<file path="config.mk">
export PLATFORM = sky130hd
export DESIGN_NAME = arb_rr_8
export DESIGN_NICKNAME = d
export VERILOG_FILES = /design/src/rtl/arb_pkg.sv /design/src/rtl/or_8.sv /design/src/rtl/rr_pick_8.sv /design/src/rtl/arb_rr_8.sv
export SDC_FILE = /design/constraint.sdc
export NUM_CORES = 1
export LEC_CHECK = 0
export ABC_CLOCK_PERIOD_IN_PS = 4700
export BUFFER_PORTS_ARGS = -buffer_cell sky130_fd_sc_hd__buf_4
export CORE_MARGIN = 2
export CORE_UTILIZATION = 45
export DETAILED_ROUTE_END_ITERATION = 10
export GPL_TIMING_DRIVEN = 0
export MAX_ROUTING_LAYER = met4
export PLACE_DENSITY = 0.66
export SLEW_MARGIN = 30
export SYNTH_ARGS = -nofsm -noshare
export SYNTH_HDL_FRONTEND = slang
export SYNTH_SLANG_ARGS = --single-unit
</file>
<file path="constraint.sdc">
create_clock -name clk -period 4.7 [get_ports clk]
set_input_delay 0.705 -clock clk [delete_from_list [all_inputs] [get_ports clk]]
set_output_delay 0.705 -clock clk [all_outputs]
set_load 0.03 [all_outputs]
</file>
<file path="src/rtl/arb_pkg.sv">
// Shared constants and FSM state type for the 8-way round-robin arbiter.
package arb_pkg;
  localparam int NUM_REQ = 8;
  localparam int ID_W    = 3;

  typedef enum logic {
    IDLE = 1'b0,
    BUSY = 1'b1
  } state_e;

  // Pointer advance; 3-bit arithmetic gives the 7->0 wrap for free.
  function automatic logic [ID_W-1:0] id_inc(input logic [ID_W-1:0] v);
    return v + 1'b1;
  endfunction
endpackage

</file>
<file path="src/rtl/or_8.sv">
// 8-input OR reduction gate.
module or_8 (
  input  logic [7:0] in_i,
  output logic       out_o
);
  assign out_o = |in_i;
endmodule

</file>
<file path="src/rtl/rr_pick_8.sv">
// Combinational rotating-priority picker: first set req bit at or after ptr, wrapping.
module rr_pick_8
  import arb_pkg::*;
(
  input  logic [NUM_REQ-1:0] req_i,
  input  logic [ID_W-1:0]    ptr_i,
  output logic [NUM_REQ-1:0] pick_o,
  output logic [ID_W-1:0]    idx_o
);
  logic              found;
  logic [ID_W-1:0]   cand;

  always_comb begin
    found  = 1'b0;
    cand   = '0;
    idx_o  = '0;
    pick_o = '0;
    for (int d = 0; d < NUM_REQ; d++) begin
      cand = ptr_i + ID_W'(d);
      if (!found && req_i[cand]) begin
        found = 1'b1;
        idx_o = cand;
      end
    end
    pick_o[idx_o] = found;
  end
endmodule

</file>
<file path="src/rtl/arb_rr_8.sv">
// 8-requester round-robin arbiter with registered one-hot grant.
// Optional forced release after MAX_HOLD busy cycles: define ARB_TIMEOUT_EN.
module arb_rr_8
  import arb_pkg::*;
#(
  parameter int MAX_HOLD = 15
) (
  input  logic               clk,
  input  logic               rst,
  input  logic [NUM_REQ-1:0] req,
  input  logic               done,
  output logic [NUM_REQ-1:0] gnt,
  output logic               gnt_valid,
  output logic [ID_W-1:0]    gnt_id,
  output logic               any_req,
  output logic               timeout
);
  if (MAX_HOLD < 1) begin : g_bad_hold
    $error("MAX_HOLD must be at least 1");
  end

  state_e             state_q;
  logic [ID_W-1:0]    ptr_q;
  logic [NUM_REQ-1:0] gnt_q;
  logic               gnt_valid_q;
  logic [ID_W-1:0]    gnt_id_q;
  logic [NUM_REQ-1:0] pick;
  logic [ID_W-1:0]    pick_idx;
  logic               rel_d;
  logic               tmo_d;

  or_8 u_any (
    .in_i  (req),
    .out_o (any_req)
  );

  rr_pick_8 u_pick (
    .req_i  (req),
    .ptr_i  (ptr_q),
    .pick_o (pick),
    .idx_o  (pick_idx)
  );

`ifdef ARB_TIMEOUT_EN
  localparam int HOLD_W = $clog2(MAX_HOLD + 1);
  logic [HOLD_W-1:0] hold_q;
  logic              timeout_q;
`endif

  // A normal release always wins over a simultaneous hold-limit hit.
  always_comb begin
    rel_d = done || !req[gnt_id_q];
`ifdef ARB_TIMEOUT_EN
    tmo_d = !rel_d && (hold_q == HOLD_W'(MAX_HOLD));
`else
    tmo_d = 1'b0;
`endif
  end

  always_ff @(posedge clk) begin
    if (rst) begin
      state_q     <= IDLE;
      ptr_q       <= '0;
      gnt_q       <= '0;
      gnt_valid_q <= 1'b0;
      gnt_id_q    <= '0;
`ifdef ARB_TIMEOUT_EN
      hold_q      <= '0;
      timeout_q   <= 1'b0;
`endif
    end else begin
`ifdef ARB_TIMEOUT_EN
      timeout_q <= 1'b0;
`endif
      case (state_q)
        IDLE: begin
          if (any_req) begin
            state_q     <= BUSY;
            gnt_q       <= pick;
            gnt_valid_q <= 1'b1;
            gnt_id_q    <= pick_idx;
            ptr_q       <= id_inc(pick_idx);
`ifdef ARB_TIMEOUT_EN
            hold_q      <= HOLD_W'(1);
`endif
          end
        end
        BUSY: begin
          // Dropping to IDLE here guarantees the one-cycle gap before a regrant.
          if (rel_d || tmo_d) begin
            state_q     <= IDLE;
            gnt_q       <= '0;
            gnt_valid_q <= 1'b0;
            gnt_id_q    <= '0;
`ifdef ARB_TIMEOUT_EN
            hold_q      <= '0;
            timeout_q   <= tmo_d;
          end else begin
            hold_q      <= hold_q + 1'b1;
`endif
          end
        end
        default: state_q <= IDLE;
      endcase
    end
  end

  assign gnt       = gnt_q;
  assign gnt_valid = gnt_valid_q;
  assign gnt_id    = gnt_id_q;
`ifdef ARB_TIMEOUT_EN
  assign timeout   = timeout_q;
`else
  assign timeout   = 1'b0;
`endif
endmodule

</file>
== After elaboration in Yosys (flattened, before gate mapping) ==
Cells that the tools add are included.
Word-level totals
  flip-flop bits (word level): 16
  bits of input ports: 11
  output and inout bits: 14
  logic and storage cells: 96
Operators by class
  add/subtract/negate cells: 8
  order comparisons: 11
  equal/unequal tests: 2
  multiplexer cells: 48
  bitwise logic cells: 2
  reduce and logical (&&, ||, !) cells: 20
Operators with widths (count)
  $lt A3 B4 Y1 const B: 10
  $mux W3: 10
  $bmux W1 S3: 9
  $mux W1: 22
  $mux W8: 2
  $pmux W8 S2: 1
  $add A3 B3 Y3 const B: 4
  $and A8 B8 Y8: 1
  $logic_and A1 B1 Y1: 8
  $logic_not A1 Y1: 8
  $reduce_or A8 Y1: 1
  $add A3 B1 Y3 const B: 2
  $add A3 B2 Y3 const B: 2
  $pmux W3 S2: 1
  $pmux W1 S2: 2
  $reduce_and A2 Y1: 2
  $demux W1 S3: 1
  $ge A3 B1 Y1 const B: 1
  $ne A2 B1 Y1 const B: 1
  $ne A2 B2 Y1 const B: 1
  $logic_or A1 B1 Y1: 1
  $not A1 Y1: 1

== Longest topological paths before layout ==
Gate-level depths: netlist (run 1).
  depth in word-level cells: 31
  mapped depth: 13
  gate-level depth less buffers: 10

== Hierarchy ==
A second synthesis (run 1) with hierarchy kept.
Second synthesis, totals
  cells, all modules: 220
  area total of the unflattened synthesis: 2031.9 sq um
By module, submodules not included
  rr_pick_8: times used 1, cells an instance 135, area each 1252.5 sq um, sequential area each 0.0 sq um
  arb_rr_8: times used 1, cells an instance 82, area each 763.2 sq um, sequential area each 320.3 sq um
  or_8: times used 1, cells an instance 3, area each 16.3 sq um, sequential area each 0.0 sq um

== Least setup slack after synthesis (run 1) ==
OpenSTA, ideal clock, no wires.
  kind: register to register
  start: reg ptr_q[0]
  end: reg gnt_q[0], in the netlist gnt[0]
  library setup time: 0.070 ns
  arrival: 3.416 ns
  data required time: 4.630 ns
  slack: 1.214 ns
  stages on the path, launching flop included: 13
  path buffers: 2
  period minus slack after synthesis: 3.486 ns
  path through: dfxtp_1 -> buf_6 -> clkinv_1 -> ha_1 -> buf_2 -> mux4_2 -> mux2i_1 -> a22o_2 -> nand3_1 -> a2111oi_2 -> o211ai_1 -> or4_1 -> a21oi_1
Between the ends
  longest elaborated chain between the ends: 31
  elaborated cells between the ends (all ways): 61
  classes of those cells: add/sub: 7; order compare: 2; mux: 36; bitwise: 1; reduce/logical: 15
RTL lines
  start, declared: RTL line arb_rr_8.sv:23  | logic [ID_W-1:0] ptr_q;
  start signal, assigned: RTL line arb_rr_8.sv:82  | ptr_q <= id_inc(pick_idx);
  branches (longest 28 deep; another with $add A3 B1 Y3)
  $and A8 B8 Y8 (no line) *
  $mux W8 *: RTL line arb_rr_8.sv:77  | if (any_req) begin
  $pmux W8 S2 *: RTL line arb_rr_8.sv:75  | case (state_q)
  end signal, assigned: RTL line arb_rr_8.sv:79  | gnt_q <= pick;
  end, declared: RTL line arb_rr_8.sv:24  | logic [NUM_REQ-1:0] gnt_q;
Mark *: on every way between the ends. The select of a mux whose other input is x is not followed.
A chain may end at the register's enable or synchronous reset.

== Worst setup path in the final report (run 1) ==
Ends and elaborated chain as after synthesis.

==> metrics, run 1 <==
Hold Path Class register to register; layout cell share with drive strength beyond 1 0.283; CP Capture Type register; boundary pin count 25; post-CTS sizing 0; WP data required 4.93 ns; highest ir drop seen on vdd 0.303 mV; Post-synth EDFFs 0; Max Clock Skew 0.00195 ns; achievable frequency 245 MHz; die height 64.4 µm; Yosys top cell area share 0.195; setup bufs post-CTS 0; synthesized area 1640 µm²; site row count 21; max incr delay on CP 0.53 ns; synthesized instance count 179; Gate power share 0.765; drt first pass iters 4; Synth cell types 56; Clock transition at path regs 0.09 ns; Hold Fails Final Rpt 0; Psw 0.643 mW; max_cap viols 0; Port Buf Inserts 22; Slew Limit Fails 0; CP max FO 10; synth warn 0; pwr dens 676 nW/µm²; signal arrival time at the worst endpoint 4.32 ns; largest area contributor in the netlist dfxtp_1; # diodes 0; fillers 339; Slew @ Worst Pin 0.569 ns; Post-Route Setup TNS 0 ns; Die ar. 4140 µm²; Post-Syn Nets 192; Setup crit start kind register; sequential fraction of design power 0.163; Setup Crit Path Kind register to register; root buf cell clkbuf_4; register area share after synthesis 0.195; Switching Fraction 0.501; crit-path cells buf_6 > clkinv_1 > ha_1 > buf_2 > mux4_2 > mux2i_1 > a22o_2 > nand3_1 > a2111oi_2 > o211ai_1 > or4_1 > a21oi_1; crit path time final 4.09 ns; CTS tree yes; P_leak 0.700 nW; CTS buffer count 3; initial core utilization 0.480; Period Utilization, post-route 0.869; vias in the first global route 1518; status completed; Main synth FF type dfxtp_1; initial antenna violation count 0; largest net degree at the start of global routing 11; Die Wd 64.4 µm; Final Core Density 0.556; Fin Hold WS 0.462 ns; clk sinks 16; Synth area leaders dfxtp_1, mux4_2, a21oi_1; via density per instance 6.36; remaining antenna violation count 0; Vias 1596; final design area excluding fillers 1900 µm²; Clock Path Buffers 2; grt total ovfl 0; flip-flop and latch count after synthesis 16; placer congestion estimate 0.911; Total GRT Usage 0.229; Placeable Area 3420 µm²; Reg area 320 µm²; Async S/R FF share, synth 0; area delta synth->final 15.8%; setup violators final 0; Syn Area/Cell 9.16 µm²; Worst slew margin 0.610; Internal 0.641 mW; WL/cell 17.3 µm; CTS Hold Bufs 0; starting DRC count in detailed routing 152; first-pass GRT wire length 7330 µm; multi-input logic area 1220 µm²; H-tree Lvls 1; Routed Wire Length 4350 µm; DR DRC count 0; Post-DP Area 1860 µm²; Worst-Skew Late Latency 0.30 ns; unrepaired setup endpoints after global routing no; final net count 219; Final HPWL DP 3320 µm; clock power share 0.072; Slowest-stage cell, CP mux4_2
==> final cells by class <==
cell class	count	share of cell area
Multi-Input combinational cell	144	0.644
Sequential cell	16	0.169
Timing Repair Buffer	22	0.0870
Buffer	12	0.0369
Tap cell	46	0.0303
Clock buffer	4	0.0191
Inverter	7	0.0138
==> kinds of logic after synthesis <==
logic type | count (synthesis) | share of synthesized area
AOI/OAI and AO/OA | 53 | 0.222
adders and majority gates | 2 | 0.0153
DFF | 16 | 0.195
and+or+nand+nor | 57 | 0.179
other | 1 | 0.00229
xor gates and xnor gates | 4 | 0.0214
muxes | 27 | 0.306
buffers and inverters | 19 | 0.0588
==> per-layer routing <==
layer	share of wire	vias to the layer above	GRT usage	wire length, µm
met5	0	-	-	0
met4	0.024	0	0.0984	104
met3	0.035	10	0.0158	153
met2	0.52	58	0.395	2260
met1	0.42	774	0.278	1840
li1	-	754	-	-
==> flip-flops by register name, indices dropped and copies added (netlist names) <==
| signal | cells |
|---|---|
| state_q | 1 |
| gnt_id | 3 |
| gnt_valid | 1 |
| ptr_q | 3 |
| gnt | 8 |
==> worst paths after layout <==
path | to | cells past startpoint | from | slack, ns
worst max register to register | gnt[0]$_SDFFE_PP0P_ | 12 | ptr_q[0]$_SDFFE_PP0P_ | 0.61
worst min-delay path | gnt[3]$_SDFFE_PP0P_ | 2 | gnt[3]$_SDFFE_PP0P_ | 0.46
worst max-delay path | gnt[0]$_SDFFE_PP0P_ | 12 | ptr_q[0]$_SDFFE_PP0P_ | 0.61
worst min register to register | gnt[3]$_SDFFE_PP0P_ | 2 | gnt[3]$_SDFFE_PP0P_ | 0.46
==> Yosys cell counts (3+ instances only) <==
cell type  number
nor2_1         13
nand3b_1        5
nand2_1        16
a21oi_1        15
nand3_1         5
mux2i_1         5
buf_2           5
a211oi_1        4
o21ai_0         8
xnor2_1         3
mux2_2          3
a31oi_1         3
nand2b_1        3
dfxtp_1        16
clkbuf_1        3
o21a_1          3
inv_1           5
mux4_2         14
==> critical path: cells and delay by family (launching register included) <==
family          cells  cell delay, ns
flops               1            0.40
compound gates      4            1.00
buf+inv             3            0.71
mux                 2            0.85
fa+ha+maj           1            0.41
simple gates        2            0.65
==> cell usage in the layout, fill, tap and decap left out, drive strengths merged, types with 2 or more instances in the layout <==
cell type / n
a211oi: 4
a21oi: 15
a22oi: 2
a31oi: 3
a32oi: 3
and2: 2
buf: 31
clkbuf: 7
clkinv: 2
dfxtp: 16
ha: 2
inv: 5
mux2: 3
mux2i: 8
mux4: 16
nand2: 16
nand2b: 3
nand3: 5
nand3b: 5
nor2: 13
nor2b: 2
nor4: 2
o21a: 3
o21ai: 9
o22ai: 2
o311ai: 2
or3: 2
xnor2: 3
==> power groups by stage <==
stage,Combinational [mW],Clock (mW),Sequential [mW]
6_report,0.983,0.0925,0.209
5_1_grt,1.06,0.101,0.216
4_1_cts,0.974,0.0949,0.210
3_5_place_dp,0.971,0,0.213
3_3_place_gp,0.941,0,0.210
2_1_floorplan,0.696,0,0.264
==> stage by stage <==
step	power, mW	setup WS (ns)	std cells
2_1_floorplan	0.961	1.21	179
3_3_place_gp	1.15	0.749	247
3_5_place_dp	1.18	0.600	247
4_1_cts	1.28	0.589	251
5_1_grt	1.37	0.367	251
6_report	1.28	0.615	251
Power figures use the tool's default switching activity.
==> run 2: changes to the inputs <==
- ABC_CLOCK_PERIOD_IN_PS: 4700 -> 3600
- PLACE_DENSITY: 0.66 -> 0.68
- clock period: 4.7 -> 3.6 ns (I/O delays scaled with it)
==> run 2 against run 1 <==
Compared with the run above:
- combinational power is 38% higher
- first-iteration DRC count shrank 24%
- critical path depth grew 1
- largest power group unchanged
- via count up 0.69%
- die area stayed put
- final cell count grew 1.2%
==> metrics, run 2 (synthesis results as in run 1) <==
Vias 1607 (+0.69%); sequential fraction of design power 0.158 (-0.005); status completed; Internal 0.904 mW (+41%); final net count 222 (+1.4%); Total GRT Usage 0.225 (-0.00435); Die Wd 64.4 µm (unchanged); Placeable Area 3420 µm² (unchanged); crit path time final 3.39 ns (-0.698 ns); via density per instance 6.33 (-0.50%); hold path cells 2 (unchanged); most common cell after layout, fill and taps aside buf_4; largest net degree at the start of global routing 11 (unchanged); Slew Limit Fails 0 (unchanged); achievable frequency 295 MHz (+21%); CTS tree yes; Setup Crit Path Kind register to register; initial antenna violation count 0 (unchanged); P_leak 0.719 nW (+2.8%); max_cap viols 0 (unchanged); starting DRC count in detailed routing 116 (-24%); vias in the first global route 1577 (+3.9%); Fin Hold WS 0.460 ns (-0.00157 ns); Gate power share 0.773 (+0.008); die height 64.4 µm (unchanged); Worst Hold Launch gnt[5]$_SDFFE_PP0P_; CTS buffer count 3 (unchanged); commonest non-fill, non-tap cells in the layout buf_4, nand2_1, a21oi_1, mux4_2, dfxtp_1; first-pass GRT wire length 7300 µm (-0.46%); unrepaired setup endpoints after global routing no; Worst Hold End gnt[5]$_SDFFE_PP0P_; Worst-Skew Late Latency 0.29 ns (about the same); flop2flop setup slack 0.21 ns (-0.40 ns); drt first pass iters 4 (unchanged); H-tree Lvls 1 (unchanged); placer congestion estimate 0.901 (-1.1%); Hold Fails Final Rpt 0 (unchanged); signal arrival time at the worst endpoint 3.62 ns (-0.70 ns); FF-to-FF End gnt[1]$_SDFFE_PP0P_; CP Capture Type register; Slew @ Worst Pin 0.532 ns (-0.0370 ns); Max Clock Skew 0.00568 ns (+0.00372 ns); Design Power 1.76 mW (+37%); Port Buf Inserts 22 (unchanged); Clock Path Buffers 2 (unchanged); r2r startpoint ptr_q[1]$_SDFFE_PP0P_; pwr dens 896 nW/µm² (+32%); site row count 21 (unchanged); Period Utilization, post-route 0.941 (+0.0716); R2R cell count 13 (+1); layout cell share with drive strength beyond 1 0.317 (+0.0344); WP data required 3.83 ns (-1.10 ns); grt total ovfl 0 (unchanged); boundary pin count 25 (unchanged); Die ar. 4140 µm² (unchanged); Hold Path Class register to register; max FFs per register 8 (unchanged); highest ir drop seen on vdd 0.482 mV (+59%); Psw 0.860 mW (+34%); Final HPWL DP 3260 µm (-1.9%); Switching Fraction 0.488 (-0.0132); Post-Route Setup TNS 0 ns (unchanged); Worst slew margin 0.635 (+0.0253); Routed Wire Length 4340 µm (-0.18%); remaining antenna violation count 0 (unchanged); area delta synth->final 20.1%; Setup crit start kind register; # diodes 0 (unchanged); clk sinks 16 (unchanged); initial core utilization 0.480 (unchanged); clock power share 0.069 (-0.003); setup violators final 0 (unchanged); root buf cell clkbuf_4; WL/cell 17.1 µm (-1.4%); DR DRC count 0 (unchanged); Clock transition at path regs 0.10 ns (about the same); CP max FO 10 (unchanged)
## run 2: layout make-up
type                    instances  area (µm²)
inverters                       7        31.3
clock buffers                   4        36.3
flip-flops and latches         16         325
fillers                       341        1450
repair buffers                 25         188
plain buffers                  12        82.6
well taps                      46        57.6
multi-input cells             144        1250
## run 2: repair_timing
action,in CTS,in global routing
hold endpoints to repair,0,0
resized for setup,9,3
setup endpoints to repair,13,7
buffers inserted,2,1
hold buffers,0,0
pin swaps,2,3
## run 2: critical path, cell delays in order (launching register included)
cell,delay (ns)
dfxtp_4,0.41
buf_6,0.16
inv_1,0.12
ha_4,0.30
buf_6,0.15
mux4_2,0.54
mux2i_4,0.18
a22o_2,0.19
buf_4,0.12
o2111ai_1,0.13
a32oi_2,0.32
and2_4,0.24
or3b_1,0.34
a21oi_1,0.12
## run 2: routing by layer
layer / global-route usage / vias up / wire [µm]
li1: - / 762 / -
met1: 0.266 / 775 / 1730
met2: 0.395 / 61 / 2300
met3: 0.0176 / 9 / 223
met4: 0.0931 / 0 / 80
met5: - / - / 0
## run 2: how the worst max path moves through the flow
stage,start,to,slack [ns],cells after the start
2_1_floorplan,ptr_q[0]$_SDFFE_PP0P_,gnt[0]$_SDFFE_PP0P_,0.11,12
3_3_place_gp,ptr_q[0]$_SDFFE_PP0P_,gnt[0]$_SDFFE_PP0P_,-0.34,12
3_5_place_dp,ptr_q[1]$_SDFFE_PP0P_,gnt[0]$_SDFFE_PP0P_,-0.44,12
4_1_cts,ptr_q[1]$_SDFFE_PP0P_,gnt[0]$_SDFFE_PP0P_,0.03,12
5_1_grt,ptr_q[1]$_SDFFE_PP0P_,gnt[1]$_SDFFE_PP0P_,0.06,13
6_report,ptr_q[1]$_SDFFE_PP0P_,gnt[1]$_SDFFE_PP0P_,0.21,13
## run 2: per-stage QoR
stage,cells,area [µm²],setup slack (ns),util
finish,254,1970,0.213,0.576
global route,254,1970,0.0609,0.576
CTS,253,1950,0.0262,0.570
detailed placement,247,1860,-0.444,0.545
global placement,247,1860,-0.336,0.545
floorplan,179,1640,0.114,-
## run 2: power groups by stage
stage	registers, mW	clock network [mW]	logic [mW]
6_report	0.279	0.122	1.36
5_1_grt	0.286	0.128	1.47
4_1_cts	0.277	0.121	1.32
3_5_place_dp	0.278	0	1.26
3_3_place_gp	0.274	0	1.23
2_1_floorplan	0.345	0	0.909
==> run 3: changes to the inputs <==
- PLACE_DENSITY: 0.68 -> 0.67
- SYNTH_HIERARCHICAL: unset -> 1
==> run 3 against run 2 <==
Compared with the run above:
- maximum frequency fell by 8.6%
- worst setup slack got worse by 0.32 ns
- non-clock buffer count rose by 21
- sequential share of layout area fell by 4.1 points
- sequential cell count did not move
- sequential power rose by 3%
- clock skew fell by 0.0020 ns
- largest cell class unchanged
- global-route usage rose by 2.0 points
- critical endpoint is now gnt[3]$_SDFFE_PP0P_
- the flow now finishes with violations (negative setup slack)
- final cell count rose by 24%
==> metrics, run 3 <==
status complete, but fails checks; failing checks negative setup slack; CTS buffer count 3 (unchanged); clk sinks 16 (unchanged); Worst Hold Launch gnt_valid$_SDFFE_PP0P_; Die Wd 71.2 µm (+11%); placed insts 294 (+19%); Hold Fails Final Rpt 0 (unchanged); final net count 277 (+25%); Vias 2097 (+30%); WP data required 3.73 ns (-0.10 ns); Crit path buffers/inverters 3 (-1); final cell count without fillers 314 (+24%); Main synth FF type dfxtp_1; Synth area leaders mux4_2, dfxtp_1, mux2i_1; crit path time final 3.71 ns (+0.320 ns); commonest cells in the synthesized netlist mux4_2, a21oi_1, dfxtp_1, nor2_1, mux2i_1; flip-flop and latch count after synthesis 16 (unchanged); grt total ovfl 0 (unchanged); Yosys top cell area share 0.188 (-0.00700); CP Capture Type register; Async S/R FF share, synth 0 (unchanged); CTS tree yes; largest area contributor in the netlist mux4_2; WL/cell 19.0 µm (+11%); synthesized instance count 220 (+23%); Clock transition at path regs 0.07 ns (-0.03 ns); Clock Path Buffers 2 (unchanged); Slowest-stage cell, CP or4b_4; Post-synth EDFFs 0 (unchanged); Slew @ Worst Pin 0.655 ns (+0.122 ns); starting DRC count in detailed routing 215 (+85%); P_leak 0.943 nW (+31%); count leader, synth mux4_2; largest net degree at the start of global routing 13 (+2); max_cap viols 0 (unchanged); DR DRC count 0 (unchanged); Setup crit start kind register; Total GRT Usage 0.245 (+0.0203); crit path launch ptr_q[1]$_SDFFE_PP0P_; signal arrival time at the worst endpoint 3.84 ns (+0.22 ns); vias in the first global route 1961 (+24%); remaining antenna violation count 0 (unchanged); unrepaired setup endpoints after global routing yes; die height 71.2 µm (+11%); synth warn 6 (+6); Final HPWL DP 4000 µm (+23%); CTS Hold Bufs 0 (unchanged); Hold Path Class register to register; synthesized area 2030 µm² (+24%); initial core utilization 0.467 (-0.0132); first-pass GRT wire length 9670 µm (+32%); crit-path cells buf_12 > inv_8 > ha_4 > mux2_4 > mux4_2 > o32a_1 > or4b_4 > a311oi_4 > buf_4 > a41oi_4 > and3_4 > a22oi_2 > a21oi_1; Max Clock Skew 0.00365 ns (-0.00202 ns); achievable frequency 270 MHz (-8.6%); drt first pass iters 6 (+2); max FFs per register 8 (unchanged); Syn Area/Cell 9.24 µm² (+0.87%); r2r startpoint ptr_q[1]$_SDFFE_PP0P_; commonest non-fill, non-tap cells in the layout buf_4, mux4_2, a21oi_1, nor2_1, dfxtp_1; Placeable Area 4350 µm² (+27%); setup violators final 4 (+4); Worst-Skew Late Latency 0.26 ns (-0.03 ns); max incr delay on CP 0.54 ns (about the same); CP max FO 7 (-3); Slew Limit Fails 0 (unchanged); Post-Syn Nets 234 (+22%); H-tree Lvls 1 (unchanged); fillers 363 (+6.5%); cell family with most CP delay compound AO/OA/AOI/OAI gates; placer congestion estimate 0.949 (+5.3%); layout cell share with drive strength beyond 1 0.412 (+0.0949); boundary pin count 25 (unchanged); area delta synth->final 27.5%; Routed Wire Length 5960 µm (+37%); Worst slew margin 0.559 (-0.0760); via density per instance 6.68 (+5.6%); most common cell after layout, fill and taps aside buf_4; highest ir drop seen on vdd 0.532 mV (+11%); Period Utilization, post-route 1.03 (+0.0889); site row count 24 (+14%); Synth cell types 59 (+5.4%); Final WS setup -0.107 ns (-0.320 ns); Die ar. 5070 µm² (+22%); Design Power 2.73 mW (+55%); Setup Crit Path Kind register to register; pwr dens 1050 nW/µm² (+17%); root buf cell clkbuf_8; Final Core Density 0.595 (+0.0189); initial antenna violation count 0 (unchanged); # diodes 0 (unchanged); Port Buf Inserts 22 (unchanged); register area share after synthesis 0.158 (-0.0378)
## run 3: logic make-up after synthesis
kind of cell             share of synthesized area
XOR/XNOR                                    0.0129
AO/OA/AOI/OAI                                0.228
multiplexers                                 0.323
buffers and inverters                       0.0665
adder cells (fa/ha/maj)                     0.0185
other                                      0.00185
flip-flops                                   0.158
AND/OR/NAND/NOR                              0.192
## run 3: tightest hold or removal path, cell delays in order, from the launching register on
cell and delay (ns):
dfxtp_1 0.32, nand3_1 0.06, a21oi_1 0.06
## run 3: area by class of cell
class,count,area (µm²),area share
Buffer,17,118,0.0454
Clock buffer,4,55.1,0.0212
Inverter,6,37.5,0.0145
Multi-Input combinational cell,178,1690,0.650
Sequential cell,16,323,0.125
Tap cell,52,65.1,0.0251
Timing Repair Buffer,41,308,0.119
## run 3: report_power, final
part           switching [mW]  leakage (nW)  internal, mW
registers              0.0527         0.132         0.236
clock network          0.0666        0.0288        0.0972
logic                    1.18         0.782          1.10
total                    1.30         0.943          1.43
## run 3: worst paths after layout
kind	end	slack (ns)	depth (start not counted)
setup / recovery	gnt[3]$_SDFFE_PP0P_	-0.11	13
hold / removal	gnt_valid$_SDFFE_PP0P_	0.49	2
setup reg to reg	gnt[3]$_SDFFE_PP0P_	-0.11	13
hold reg to reg	gnt_valid$_SDFFE_PP0P_	0.49	2
## run 3: stage by stage
stage	setup slack, ns	setup TNS (ns)	hold WS [ns]	area, µm²
after floorplan	-0.0945	-0.298	0.475	2130
after global placement	-0.369	-3.74	0.474	2360
after detailed placement	-0.391	-3.77	0.481	2360
after CTS	-0.138	-0.895	0.490	2490
after global routing	-0.177	-0.939	0.519	2590
final	-0.107	-0.192	0.487	2590
## run 3: routing by layer
layer | up-vias | wire length (µm) | GRT usage
met5 | - | 0 | -
met1 | 1014 | 2600 | 0.333
met4 | 0 | 191 | 0.0818
met3 | 24 | 427 | 0.0456
li1 | 969 | - | -
met2 | 90 | 2740 | 0.368
## run 3: timing repair
action / 4_1_cts / 5_1_grt
resized for setup: 7 / 10
setup buffers: 9 / 10
cloned: 1 / 0
setup endpoints to repair: 13 / 11
pin swaps: 14 / 10
